--- src/rtl/cp0_int_unit_pkg.sv ---
// Shared CP0 constants: register indices, field positions, exception codes, mode encoding.
package cp0_int_unit_pkg;

  localparam int unsigned DATA_W   = 32;
  localparam int unsigned ADDR_W   = 5;
  localparam int unsigned IRQ_W    = 6;
  localparam int unsigned EXC_W    = 5;

  localparam logic [ADDR_W-1:0] REG_SR    = 5'd12;
  localparam logic [ADDR_W-1:0] REG_CAUSE = 5'd13;
  localparam logic [ADDR_W-1:0] REG_EPC   = 5'd14;
  localparam logic [ADDR_W-1:0] REG_PRID  = 5'd15;

  localparam int unsigned SR_IE     = 0;
  localparam int unsigned SR_EXL    = 1;
  localparam int unsigned SR_IM_LO  = 10;
  localparam int unsigned SR_IM_HI  = 15;

  localparam logic [EXC_W-1:0] EXC_INT  = 5'd0;
  localparam logic [EXC_W-1:0] EXC_ADEL = 5'd4;
  localparam logic [EXC_W-1:0] EXC_ADES = 5'd5;
  localparam logic [EXC_W-1:0] EXC_RI   = 5'd10;
  localparam logic [EXC_W-1:0] EXC_OV   = 5'd12;

  localparam logic [DATA_W-1:0] HANDLER_ADDR = 32'h0000_4180;

  // EXL expressed as the unit's operating mode.
  typedef enum logic {
    MODE_NORMAL  = 1'b0,
    MODE_HANDLER = 1'b1
  } cp0_mode_e;

endpackage

--- src/rtl/cp0_int_unit.sv ---
// CP0 interrupt/exception receiver: SR/Cause/EPC/PRId, request decision, eret return address.
module cp0_int_unit
  import cp0_int_unit_pkg::*;
#(
  parameter logic [31:0] PRID = 32'h0000_2021
) (
  input  logic        clk,
  input  logic        reset,
  input  logic [4:0]  Addr,
  input  logic        WE,
  input  logic [31:0] Din,
  output logic [31:0] Dout,
  input  logic [31:0] PC,
  input  logic        BD,
  input  logic [4:0]  ExcCode,
  input  logic [5:0]  HWInt,
  input  logic        EXLClr,
  output logic        Req,
  output logic [31:0] EPCOut
);

  cp0_mode_e          mode_q, mode_d;
  logic [IRQ_W-1:0]   im_q, im_d;
  logic               ie_q, ie_d;
  logic [IRQ_W-1:0]   ip_q;
  logic               bd_q, bd_d;
  logic [EXC_W-1:0]   exc_q, exc_d;
  logic [DATA_W-1:0]  epc_q, epc_d;

  logic               int_req, exc_req;
  logic               wr_sr, wr_epc;
  logic [DATA_W-1:0]  pc_aligned;

  // Request decision from current SR and live device lines.
  always_comb begin
    int_req = (|(HWInt & im_q)) & ie_q & (mode_q == MODE_NORMAL);
    exc_req = (ExcCode != '0) & (mode_q == MODE_NORMAL);
    Req     = int_req | exc_req;
  end

  // Next-state: exception entry beats eret, which beats a same-cycle mtc0.
  always_comb begin
    mode_d     = mode_q;
    im_d       = im_q;
    ie_d       = ie_q;
    bd_d       = bd_q;
    exc_d      = exc_q;
    epc_d      = epc_q;
    pc_aligned = {PC[31:2], 2'b00};
    wr_sr      = WE && (Addr == REG_SR)  && !Req && !EXLClr;
    wr_epc     = WE && (Addr == REG_EPC) && !Req;

    if (Req) begin
      mode_d = MODE_HANDLER;
      bd_d   = BD;
      exc_d  = int_req ? EXC_INT : ExcCode;
      epc_d  = BD ? DATA_W'(pc_aligned - 32'd4) : pc_aligned;
    end else begin
      if (EXLClr) begin
        mode_d = MODE_NORMAL;
      end else if (wr_sr) begin
        mode_d = Din[SR_EXL] ? MODE_HANDLER : MODE_NORMAL;
        im_d   = Din[SR_IM_HI:SR_IM_LO];
        ie_d   = Din[SR_IE];
      end
      if (wr_epc) begin
        epc_d = Din;
      end
    end
  end

  // Register update with synchronous reset; IP samples HWInt every cycle.
  always_ff @(posedge clk) begin
    if (reset) begin
      mode_q <= MODE_NORMAL;
      im_q   <= '0;
      ie_q   <= 1'b0;
      ip_q   <= '0;
      bd_q   <= 1'b0;
      exc_q  <= '0;
      epc_q  <= '0;
    end else begin
      mode_q <= mode_d;
      im_q   <= im_d;
      ie_q   <= ie_d;
      ip_q   <= HWInt;
      bd_q   <= bd_d;
      exc_q  <= exc_d;
      epc_q  <= epc_d;
    end
  end

  // mfc0 read mux; reflects register contents before the current edge.
  always_comb begin
    Dout = '0;
    unique case (Addr)
      REG_SR:    Dout = {16'b0, im_q, 8'b0, (mode_q == MODE_HANDLER), ie_q};
      REG_CAUSE: Dout = {bd_q, 15'b0, ip_q, 3'b0, exc_q, 2'b00};
      REG_EPC:   Dout = epc_q;
      REG_PRID:  Dout = PRID;
      default:   Dout = '0;
    endcase
  end

  assign EPCOut = epc_q;

endmodule

--- config.mk ---
export PLATFORM = sky130hd
export DESIGN_NAME = cp0_int_unit
export DESIGN_NICKNAME = d
export VERILOG_FILES = /design/src/rtl/cp0_int_unit_pkg.sv /design/src/rtl/cp0_int_unit.sv
export SDC_FILE = /design/constraint.sdc
export NUM_CORES = 1
export LEC_CHECK = 0
export CAP_MARGIN = 0
export CORE_ASPECT_RATIO = 2
export CORE_UTILIZATION = 47
export DETAILED_ROUTE_END_ITERATION = 10
export GPL_TIMING_DRIVEN = 0
export PLACE_DENSITY = 0.83
export SETUP_SLACK_MARGIN = 0.5
export SLEW_MARGIN = 10
export SYNTH_ARGS = -nofsm -noshare
export SYNTH_HDL_FRONTEND = slang
export SYNTH_SLANG_ARGS = --single-unit
--- constraint.sdc ---
create_clock -name clk -period 4.1 [get_ports clk]
set_clock_uncertainty 0.1 [all_clocks]
set_input_delay 0.41 -clock clk [delete_from_list [all_inputs] [get_ports clk]]
set_output_delay 0.41 -clock clk [all_outputs]
set_load 0.02 [all_outputs]
==> results.tsv, run 1 <==
metric	value	unit
detailedPlacementHpwl	11770	µm
drc	0	
worst-slew-pin-transition	1022	ps
path_cells	clkdlybuf4s50_1, and3b_1, clkbuf_1, clkbuf_1, clkbuf_2, and3_1, clkdlybuf4s50_1	
wl	14810	µm
sequential_fraction_of_design_power	0.391	
synth_seq_cells	52	
synth_top_cells_by_count	sky130_fd_sc_hd__dfxtp_1 (52), sky130_fd_sc_hd__clkbuf_1 (39), sky130_fd_sc_hd__mux2i_1 (23)	
slew_viol_final	0	
clock_path_buffers	2	
period_minus_slack	3457	ps
worst_hold_path_type	register to register	
grtUsageMet1	0.3427	
clockRootBuffer	sky130_fd_sc_hd__clkbuf_16	
worstPathArrival	2950	ps
num-nets-final	686	
pin_count_of_the_biggest_net_entering_global_routing	16	
yosys_most_used_dff	sky130_fd_sc_hd__dfxtp_1	
worst_setup_hold_path_clk_slew	60	ps
clock_sink_count	52	
fp.dieArea	8255	µm²
run_status	finished, final reports clean	
nature_of_the_critical_path_endpoint	output pin	
cts.htree.levels	2	
combPwrFrac	0.282	
globalRouteMet3Util	0.03304	
number_of_hold_buffers_added_after_cts	0	
gr_met2_demand_resource	0.6722	
final_layout_size_suffix_gt1_frac	0.06156	
slew_headroom	0.3092	
syn_inst	447	
holdCritStartpoint	im_q[3]	
routed_wire_length_per_instance	21.31	µm
instances_no_fill	695	
setup.worst_path.start_class	input port	
synth.top_cell.area_share	0.2813	
detail_route.vias_per_cell	6.485	
cts_made_buffers	5	
rsz_0062_raised_after_global_routing	no	
ys_seq_area_frac	0.2813	
ir_worst_vdd	0.2098	mV
power_switching_share	0.2986	
critPathMaxFanout	10	
place_ws	292.0	ps
floorplan.die.width	64.75	µm
fmax	289.3	MHz
max-cap-violations	0	
grt-ovfl-total	0	
cellInternalPower	0.001031	W
worst-endpoint-required	3590	ps
global_route.usage.total	0.3499	
syn_nets	533	
place_inst	685	
place.port_buffers	144	
power.density	268.8	nW/µm²
most_instantiated_library_cell_after_synthesis	sky130_fd_sc_hd__dfxtp_1	
final.setup.worst_slack	643.5	ps
first_iter_violations	290	
grt_antenna_before_repair	0	
post_synth_num_cell_types	55	
skew_pair_late_insertion_delay	300	ps
dieHeight	127.5	µm
global_route.peak_usage_layer	met2	
r2r-start	im_q[5]	
via_count_of_the_first_global_routing_pass	4377	
number_of_enable_type_register_cells_in_the_synthesized_netlist	0	
floorplan.rows	45	
gpl.final_weighted_congestion	0.9376	
synth.avg_cell_area	8.280	µm²
share_of_flip_flops_with_an_asynchronous_set_or_reset	0	
setup-tns-final	0	ps
yosys_warnings	0	
start_point_of_the_critical_path	Addr[2]	
detailedRoute.firstPassIterationCount	4	
synth_top_area_cell	sky130_fd_sc_hd__dfxtp_1	
final_hold_viol_count	0	
report.final.setup_viol	0	
number_of_antenna_diodes	0	
routed-via-count	4507	
drtAntennaViolNets	0	
worst-setup-path-type	input port to output pin	
synth.top_cells.by_area	sky130_fd_sc_hd__dfxtp_1 (28%), sky130_fd_sc_hd__mux2i_1 (6.2%), sky130_fd_sc_hd__a211oi_1 (4.1%)	
syn-cell-area	3701	µm²
post-route-period-util	0.8431	
net_sw_power	0.0004388	W
p_leak	1.910	nW
worst_path_max_delay_cell	sky130_fd_sc_hd__clkdlybuf4s50_1	
ios	150	
area.growth.synth_to_final	47.73	%
grt_first_pass_wirelength	22070	µm
core	7601	µm²
cts_tree	yes	
start_util	0.4869	
cpPeakStageDelay	620	ps
clkPwrFrac	0.327	
-- placed cells by master, fill, tap and decap left out, types with 8 or more instances in the layout --
cell,count
sky130_fd_sc_hd__mux2i_1,23
sky130_fd_sc_hd__nand2_1,22
sky130_fd_sc_hd__o31ai_1,16
sky130_fd_sc_hd__a21oi_1,14
sky130_fd_sc_hd__o31a_1,17
sky130_fd_sc_hd__clkbuf_1,35
sky130_fd_sc_hd__and3_1,18
sky130_fd_sc_hd__or4_1,9
sky130_fd_sc_hd__and4_1,15
sky130_fd_sc_hd__a211oi_1,20
sky130_fd_sc_hd__nor2b_1,10
sky130_fd_sc_hd__nand4_1,14
sky130_fd_sc_hd__o21ai_0,10
sky130_fd_sc_hd__nor3_1,9
sky130_fd_sc_hd__nor2_1,21
sky130_fd_sc_hd__clkdlybuf4s50_1,144
sky130_fd_sc_hd__a22oi_1,8
sky130_fd_sc_hd__a31oi_1,15
sky130_fd_sc_hd__dfxtp_1,52
sky130_fd_sc_hd__or3_1,8
sky130_fd_sc_hd__nor4bb_1,8
sky130_fd_sc_hd__o41ai_1,16
-- final timing paths --
kind,to,slack (ps),depth (start not counted)
max,Dout[8],640,7
min,im_q[3],380,2
max reg2reg,EPCOut[20],1920,5
min reg2reg,im_q[3],380,2
-- per-layer routing --
| layer | vias up | wire length, µm |
|---|---|---|
| met4 | 0 | 757 |
| met5 | - | 0 |
| li1 | 2077 | - |
| met2 | 219 | 8216 |
| met3 | 43 | 742 |
| met1 | 2168 | 5096 |
-- state kept, by name, indices dropped and copies added (netlist names) --
name / count
EPCOut: 32
bd_q: 1
exc_q: 5
ie_q: 1
im_q: 6
ip_q: 6
mode_q: 1
-- critical path, delay by kind of cell --
kind / cells / cell delay, ps
buffers and inverters: 5 / 2140
and+or+nand+nor: 2 / 390
-- power by group through the flow --
stage               clock [W]  sequential (W)  combinational (W)
global placement            0        0.000583           0.000397
floorplan                   0        0.000608           0.000161
finish               0.000480        0.000575           0.000415
detailed placement          0        0.000584           0.000403
global route         0.000500        0.000577           0.000438
CTS                  0.000478        0.000573           0.000406
-- logic make-up (layout without fill, tap and decap cells) --
logic type | Yosys count | in the layout | synth area share
adders and majority gates | 1 | 1 | 0.003380
and+or+nand+nor | 182 | 182 | 0.3249
buffers and inverters | 53 | 207 | 0.05511
DFF | 52 | 52 | 0.2813
xor gates and xnor gates | 10 | 10 | 0.02367
muxes | 23 | 23 | 0.06220
AOI/OAI and AO/OA | 126 | 126 | 0.2495
-- per-stage QoR --
step / hold WS (ps) / area, µm² / power [W] / utilization
finish: 382.2 / 5468 / 0.001470 / 0.7193
detailed placement: 373.9 / 5260 / 0.0009869 / 0.6920
CTS: 383.4 / 5431 / 0.001457 / 0.7146
floorplan: 343.6 / 3701 / 0.0007688 / -
global placement: 363.2 / 5260 / 0.0009797 / 0.6920
global route: 409.3 / 5468 / 0.001515 / 0.7193
-- cell type report --
cell class                      instances  area (µm²)
Clock inverter                          2       35.03
Inverter                                8       30.03
Timing Repair Buffer                  146        1456
Tap cell                               94       117.6
Multi-Input combinational cell        342        2479
Sequential cell                        52        1041
Clock buffer                            6       128.9
Buffer                                 45       180.2
Fill cell                             634        2133
-- timing repair --
action                                  CTS  global route
endpoints found under the hold margin     0             0
setup buffers                             0             2
resized for setup                         3             8
endpoints found under the setup margin   21            14
pin swaps                                 0             1
Power figures use the tool's default switching activity.
==> run 2, diff against run 1 <==
- CORE_UTILIZATION: 47 -> 40
- PLACE_DENSITY: 0.83 -> 0.75
- clock period: 4.1 -> 3 ns (I/O delays scaled with it)
==> results.tsv, run 2 (synthesis results as in run 1) <==
metric	value	unit	change
grt_antenna_before_repair	0		unchanged
drtAntennaViolNets	0		unchanged
routed-via-count	4419		was 4507
detailedRoute.firstPassIterationCount	6		was 4
grt-ovfl-total	0		unchanged
critPathMaxFanout	10		unchanged
cpLargestDelayFamily	buffers and inverters		unchanged
num-nets-final	688		was 686
p_leak	2.070	nW	was 1.910 nW
detailedPlacementHpwl	12490	µm	was 11770 µm
core	9012	µm²	was 7601 µm²
first_iter_violations	235		was 290
ios	150		unchanged
fp.dieArea	9664	µm²	was 8255 µm²
max-cap-violations	0		unchanged
period_minus_slack	2436	ps	
final.setup.worst_slack	564.1	ps	was 643.5 ps
worst-endpoint-required	2600	ps	was 3590 ps
detail_route.vias_per_cell	6.268		was 6.485
slew_viol_final	0		unchanged
dieHeight	138.0	µm	was 127.5 µm
grt_first_pass_wirelength	23870	µm	was 22070 µm
floorplan.rows	49		was 45
place.port_buffers	144		unchanged
start_util	0.4107		was 0.4869
drc	0		unchanged
area.growth.synth_to_final	50.54	%	was 47.73%
fin_worst_hold_slack	367.1	ps	was 382.2 ps
ir_worst_vdd	0.2763	mV	was 0.2098 mV
cts_tree	yes		unchanged
setup.worst_path.start_class	input port		unchanged
worst_path_max_delay_cell	sky130_fd_sc_hd__clkdlybuf4s50_1		unchanged
rsz_0062_raised_after_global_routing	no		unchanged
via_count_of_the_first_global_routing_pass	4364		was 4377
post-route-period-util	0.8120		
bufs_and_invs_on_worst_path	5		unchanged
worst_hold_path_type	input port to register		was register to register
gpl.final_weighted_congestion	0.9579		was 0.9376
fillers	813		was 634
slew_headroom	0.4624		was 0.3092
run_status	finished, final reports clean		unchanged
layout_commonest_cell	sky130_fd_sc_hd__clkdlybuf4s50_1		unchanged
clock_path_buffers	2		unchanged
nature_of_the_critical_path_endpoint	output pin		unchanged
worstPathArrival	2040	ps	was 2950 ps
cts.htree.levels	2		unchanged
path_cells	clkdlybuf4s50_1, nor2b_1, clkbuf_4, clkbuf_8, clkbuf_4, and3_1, dlygate4sd2_1		was clkdlybuf4s50_1, and3b_1, clkbuf_1, clkbuf_1, clkbuf_2, and3_1, clkdlybuf4s50_1
report.final.setup_viol	0		unchanged
number_of_antenna_diodes	0		unchanged
floorplan.die.width	70.02	µm	was 64.75 µm
most_frequent_cell_on_the_critical_path	sky130_fd_sc_hd__clkbuf_4		
worst_setup_hold_path_clk_slew	60	ps	about the same
cts_made_buffers	5		unchanged
routed_wire_length_per_instance	22.24	µm	was 21.31 µm
clock_sink_count	52		unchanged
top_library_cells_by_usage_in_the_layout_fill_and_taps_aside	sky130_fd_sc_hd__clkdlybuf4s50_1 (112), sky130_fd_sc_hd__dfxtp_1 (52), sky130_fd_sc_hd__clkbuf_1 (28)		was sky130_fd_sc_hd__clkdlybuf4s50_1 (144), sky130_fd_sc_hd__dfxtp_1 (52), sky130_fd_sc_hd__clkbuf_1 (35)
number_of_hold_buffers_added_after_cts	0		unchanged
cpPeakStageDelay	470	ps	was 620 ps
skew_pair_late_insertion_delay	290	ps	was 300 ps
pin_count_of_the_biggest_net_entering_global_routing	16		unchanged
fmax	410.5	MHz	
power.density	362.8	nW/µm²	was 268.8 nW/µm²
clockRootBuffer	sky130_fd_sc_hd__clkbuf_16		unchanged
wl	15680	µm	was 14810 µm
place_ws	-624.6	ps	was 292.0 ps
final_hold_viol_count	0		unchanged
worst-slew-pin-transition	799.0	ps	was 1022 ps
largest_register_ff_count	32		unchanged
final_layout_size_suffix_gt1_frac	0.1012		was 0.06156
worst-setup-path-type	input port to output pin		unchanged
global_route.usage.total	0.3162		was 0.3499
==> run 2: worst register-to-register path, stage by stage (launching register included) <==
cell and delay, ps:
sky130_fd_sc_hd__dfxtp_1 370, sky130_fd_sc_hd__a22oi_1 330, sky130_fd_sc_hd__a311oi_4 170, sky130_fd_sc_hd__buf_4 200, sky130_fd_sc_hd__clkbuf_1 240, sky130_fd_sc_hd__o41ai_1 570, sky130_fd_sc_hd__a31oi_1 80
==> run 2: worst paths after layout <==
check,from,to,slack (ps),cells past startpoint
setup / recovery,Addr[0],Dout[20],560,7
hold / removal,BD,bd_q,370,3
setup reg to reg,im_q[1],EPCOut[26],810,6
hold reg to reg,im_q[4],im_q[4],400,2
==> run 2: power by group <==
part	total [W]	switching [W]	internal (W)
sequential	0.000787	0.0000463	0.000740
clock	0.000655	0.000262	0.000393
combinational	0.000580	0.000301	0.000279
total	0.00202	0.000609	0.00141
==> run 2: area by class of cell <==
| type | count | area, µm² | area share |
|---|---|---|---|
| Buffer | 45 | 224.0 | 0.04020 |
| Clock buffer | 6 | 128.9 | 0.02313 |
| Clock inverter | 2 | 35.03 | 0.006288 |
| Inverter | 8 | 31.28 | 0.005614 |
| Multi-Input combinational cell | 342 | 2525 | 0.4532 |
| Sequential cell | 52 | 1041 | 0.1868 |
| Tap cell | 102 | 127.6 | 0.02291 |
| Timing Repair Buffer | 148 | 1459 | 0.2618 |
==> run 2: timing repair <==
item,in CTS,in global routing
endpoints found under the hold margin,0,0
setup endpoints to repair,52,31
pin swaps,3,2
buffers inserted,3,1
gates resized for setup,75,21
==> run 2: per-layer routing <==
layer  vias up  global-route usage  routed length, µm
met5         -                   0                  0
met4         0              0.1716                945
met3        55             0.02405                618
met2       197              0.6093               8504
met1      2089              0.3247               5613
li1       2078                   -                  -
==> run 2: stage by stage <==
step | utilization | TNS [ps] | cell area (µm²) | std cells | power (W)
6_report | 0.6182 | 0 | 5572 | 705 | 0.002021
5_1_grt | 0.6182 | 0 | 5572 | 705 | 0.002085
4_1_cts | 0.6145 | 0 | 5538 | 704 | 0.002012
3_5_place_dp | 0.5848 | -12030 | 5270 | 693 | 0.001359
3_3_place_gp | 0.5848 | -12230 | 5270 | 693 | 0.001353
2_1_floorplan | - | 0 | 3701 | 447 | 0.001051
==> run 3, diff against run 2 <==
- CORE_UTILIZATION: 40 -> 44
- PLACE_DENSITY: 0.75 -> 0.78
- clock period: 3 -> 2.4 ns (I/O delays scaled with it)
==> results.tsv, run 3 (synthesis results as in run 1) <==
metric	value	unit	change
path_cells	a22oi_2, a311oi_4, buf_6, buf_12, nor4bb_2, a311oi_1		was clkdlybuf4s50_1, nor2b_1, clkbuf_4, clkbuf_8, clkbuf_4, and3_1, dlygate4sd2_1
grt_first_pass_wirelength	25120	µm	was 23870 µm
cts_made_buffers	5		unchanged
r2r_slack	310	ps	was 810 ps
rsz_0062_raised_after_global_routing	yes		was no
grt-ovfl-total	0		unchanged
total_power	0.002734	W	was 0.002021 W
run_status	finished, final reports clean		unchanged
skew_pair_late_insertion_delay	300	ps	was 290 ps
first_iter_violations	510		was 235
clock_path_buffers	2		unchanged
number_of_hold_buffers_added_after_cts	0		unchanged
cts_tree	yes		unchanged
worst-r2r-cell-count	6		unchanged
dpl_cell_area	5273	µm²	was 5270 µm²
period_minus_slack	2087	ps	
area.growth.synth_to_final	69.00	%	was 50.54%
floorplan.rows	47		was 49
max-cap-violations	0		unchanged
final_layout_size_suffix_gt1_frac	0.3002		was 0.1012
ir_worst_vdd	0.3112	mV	was 0.2763 mV
gpl.final_weighted_congestion	0.9640		was 0.9579
post-route-period-util	0.8695		
floorplan.die.width	66.85	µm	was 70.02 µm
fp.dieArea	8804	µm²	was 9664 µm²
cpPeakStageDelay	480	ps	was 470 ps
setup.worst_path.start_class	register		was input port
final_hold_viol_count	0		unchanged
fin_util	0.7597		was 0.6182
fmax	479.2	MHz	
r2r-start	im_q[0]		was im_q[1]
top_library_cells_by_usage_in_the_layout_fill_and_taps_aside	sky130_fd_sc_hd__clkdlybuf4s50_1 (79), sky130_fd_sc_hd__dfxtp_1 (44), sky130_fd_sc_hd__buf_4 (31)		was sky130_fd_sc_hd__clkdlybuf4s50_1 (112), sky130_fd_sc_hd__dfxtp_1 (52), sky130_fd_sc_hd__clkbuf_1 (28)
cts.htree.levels	2		unchanged
place.port_buffers	144		unchanged
final.setup.worst_slack	313.3	ps	was 564.1 ps
worst_setup_hold_path_clk_slew	70	ps	was 60 ps
routed-via-count	4934		was 4419
power.density	437.1	nW/µm²	was 362.8 nW/µm²
start_point_of_the_critical_path	im_q[0]		was Addr[0]
layout_commonest_cell	sky130_fd_sc_hd__clkdlybuf4s50_1		unchanged
start_util	0.4495		was 0.4107
grt_antenna_before_repair	2		was 0
pin_count_of_the_biggest_net_entering_global_routing	16		unchanged
report.final.setup_viol	0		unchanged
worst-setup-path-type	register to register		was input port to output pin
largest_register_ff_count	32		unchanged
ios	150		unchanged
setup-tns-final	0	ps	unchanged
dieHeight	131.7	µm	was 138.0 µm
core	8233	µm²	was 9012 µm²
worstPathArrival	2130	ps	was 2040 ps
r2r-end	EPCOut[10]		was EPCOut[26]
critical_path.endpoint	EPCOut[10]		was Dout[20]
via_count_of_the_first_global_routing_pass	4776		was 4364
drtAntennaViolNets	0		unchanged
design_area	6255	µm²	was 5572 µm²
nature_of_the_critical_path_endpoint	register		was output pin
detailedPlacementHpwl	11730	µm	was 12490 µm
critPathMaxFanout	10		unchanged
worst-slew-pin-transition	722.8	ps	was 799.0 ps
worst_path_max_delay_cell	sky130_fd_sc_hd__a311oi_1		was sky130_fd_sc_hd__clkdlybuf4s50_1
slew_headroom	0.5182		was 0.4624
place_ws	-1093	ps	was -624.6 ps
slew_viol_final	0		unchanged
num-nets-final	718		was 688
detail_route.vias_per_cell	6.731		was 6.268
drc	0		unchanged
global_route.usage.total	0.3847		was 0.3162
wl	17830	µm	was 15680 µm
p_leak	2.488	nW	was 2.070 nW
routed_wire_length_per_instance	24.33	µm	was 22.24 µm
clock_sink_count	52		unchanged
worst_hold_path_type	input port to register		unchanged
detailedRoute.firstPassIterationCount	6		unchanged
worst-endpoint-required	2450	ps	was 2600 ps
clockRootBuffer	sky130_fd_sc_hd__clkbuf_16		unchanged
==> run 3: through the flow <==
| stage | cells | hold WS (ps) |
|---|---|---|
| floorplan | 447 | 268.2 |
| global placement | 689 | 373.1 |
| detailed placement | 689 | 392.7 |
| CTS | 722 | 237.3 |
| global route | 732 | 175.6 |
| finish | 733 | 169.1 |
==> run 3: what timing repair did <==
item / in CTS / in global routing
cloned: 2 / 0
endpoints found under the setup margin: 79 / 57
setup buffers: 23 / 9
pin swaps: 12 / 14
resized for setup: 237 / 103
==> run 3: where the power goes <==
part,leakage [nW],switching (W),internal [W]
combinational,1.96,0.000444,0.000410
sequential,0.435,0.0000681,0.000924
clock,0.0901,0.000337,0.000550
==> run 3: critical path, delay by kind of cell, from the launching register on <==
family          cells  cell delay, ps
buf+inv             2             350
compound gates      3            1020
flops               1             410
simple gates        1              60
==> run 3: how the worst min path moves through the flow <==
stage / startpoint / endpoint / slack (ps) / cells past startpoint
6_report: PC[22] / EPCOut[22] / 170 / 3
5_1_grt: HWInt[5] / ip_q[5] / 180 / 2
4_1_cts: HWInt[4] / ip_q[4] / 240 / 2
3_5_place_dp: im_q[3] / im_q[3] / 390 / 2
3_3_place_gp: im_q[3] / im_q[3] / 370 / 2
2_1_floorplan: HWInt[0] / ip_q[0] / 270 / 1
==> run 3: routing by layer <==
layer	wire length, µm	track usage	share of wire	vias up
met5	0	0.006250	0	-
met4	1341	0.3026	0.075	0
met3	1445	0.09635	0.081	106
met2	9410	0.6740	0.53	376
met1	5635	0.3560	0.32	2318
li1	-	-	-	2134
==> run 3: final cells by class <==
| type | instances | area, µm² |
|---|---|---|
| antenna | 2 | 5.005 |
| clock buffer | 7 | 152.6 |
| sequential | 52 | 1056 |
| clock inverter | 1 | 30.03 |
| inverter | 8 | 35.03 |
| timing repair buffer | 178 | 1563 |
| fill | 598 | 1978 |
| multi-input combinational | 342 | 2930 |
| tap | 98 | 122.6 |
| buffer | 45 | 360.3 |
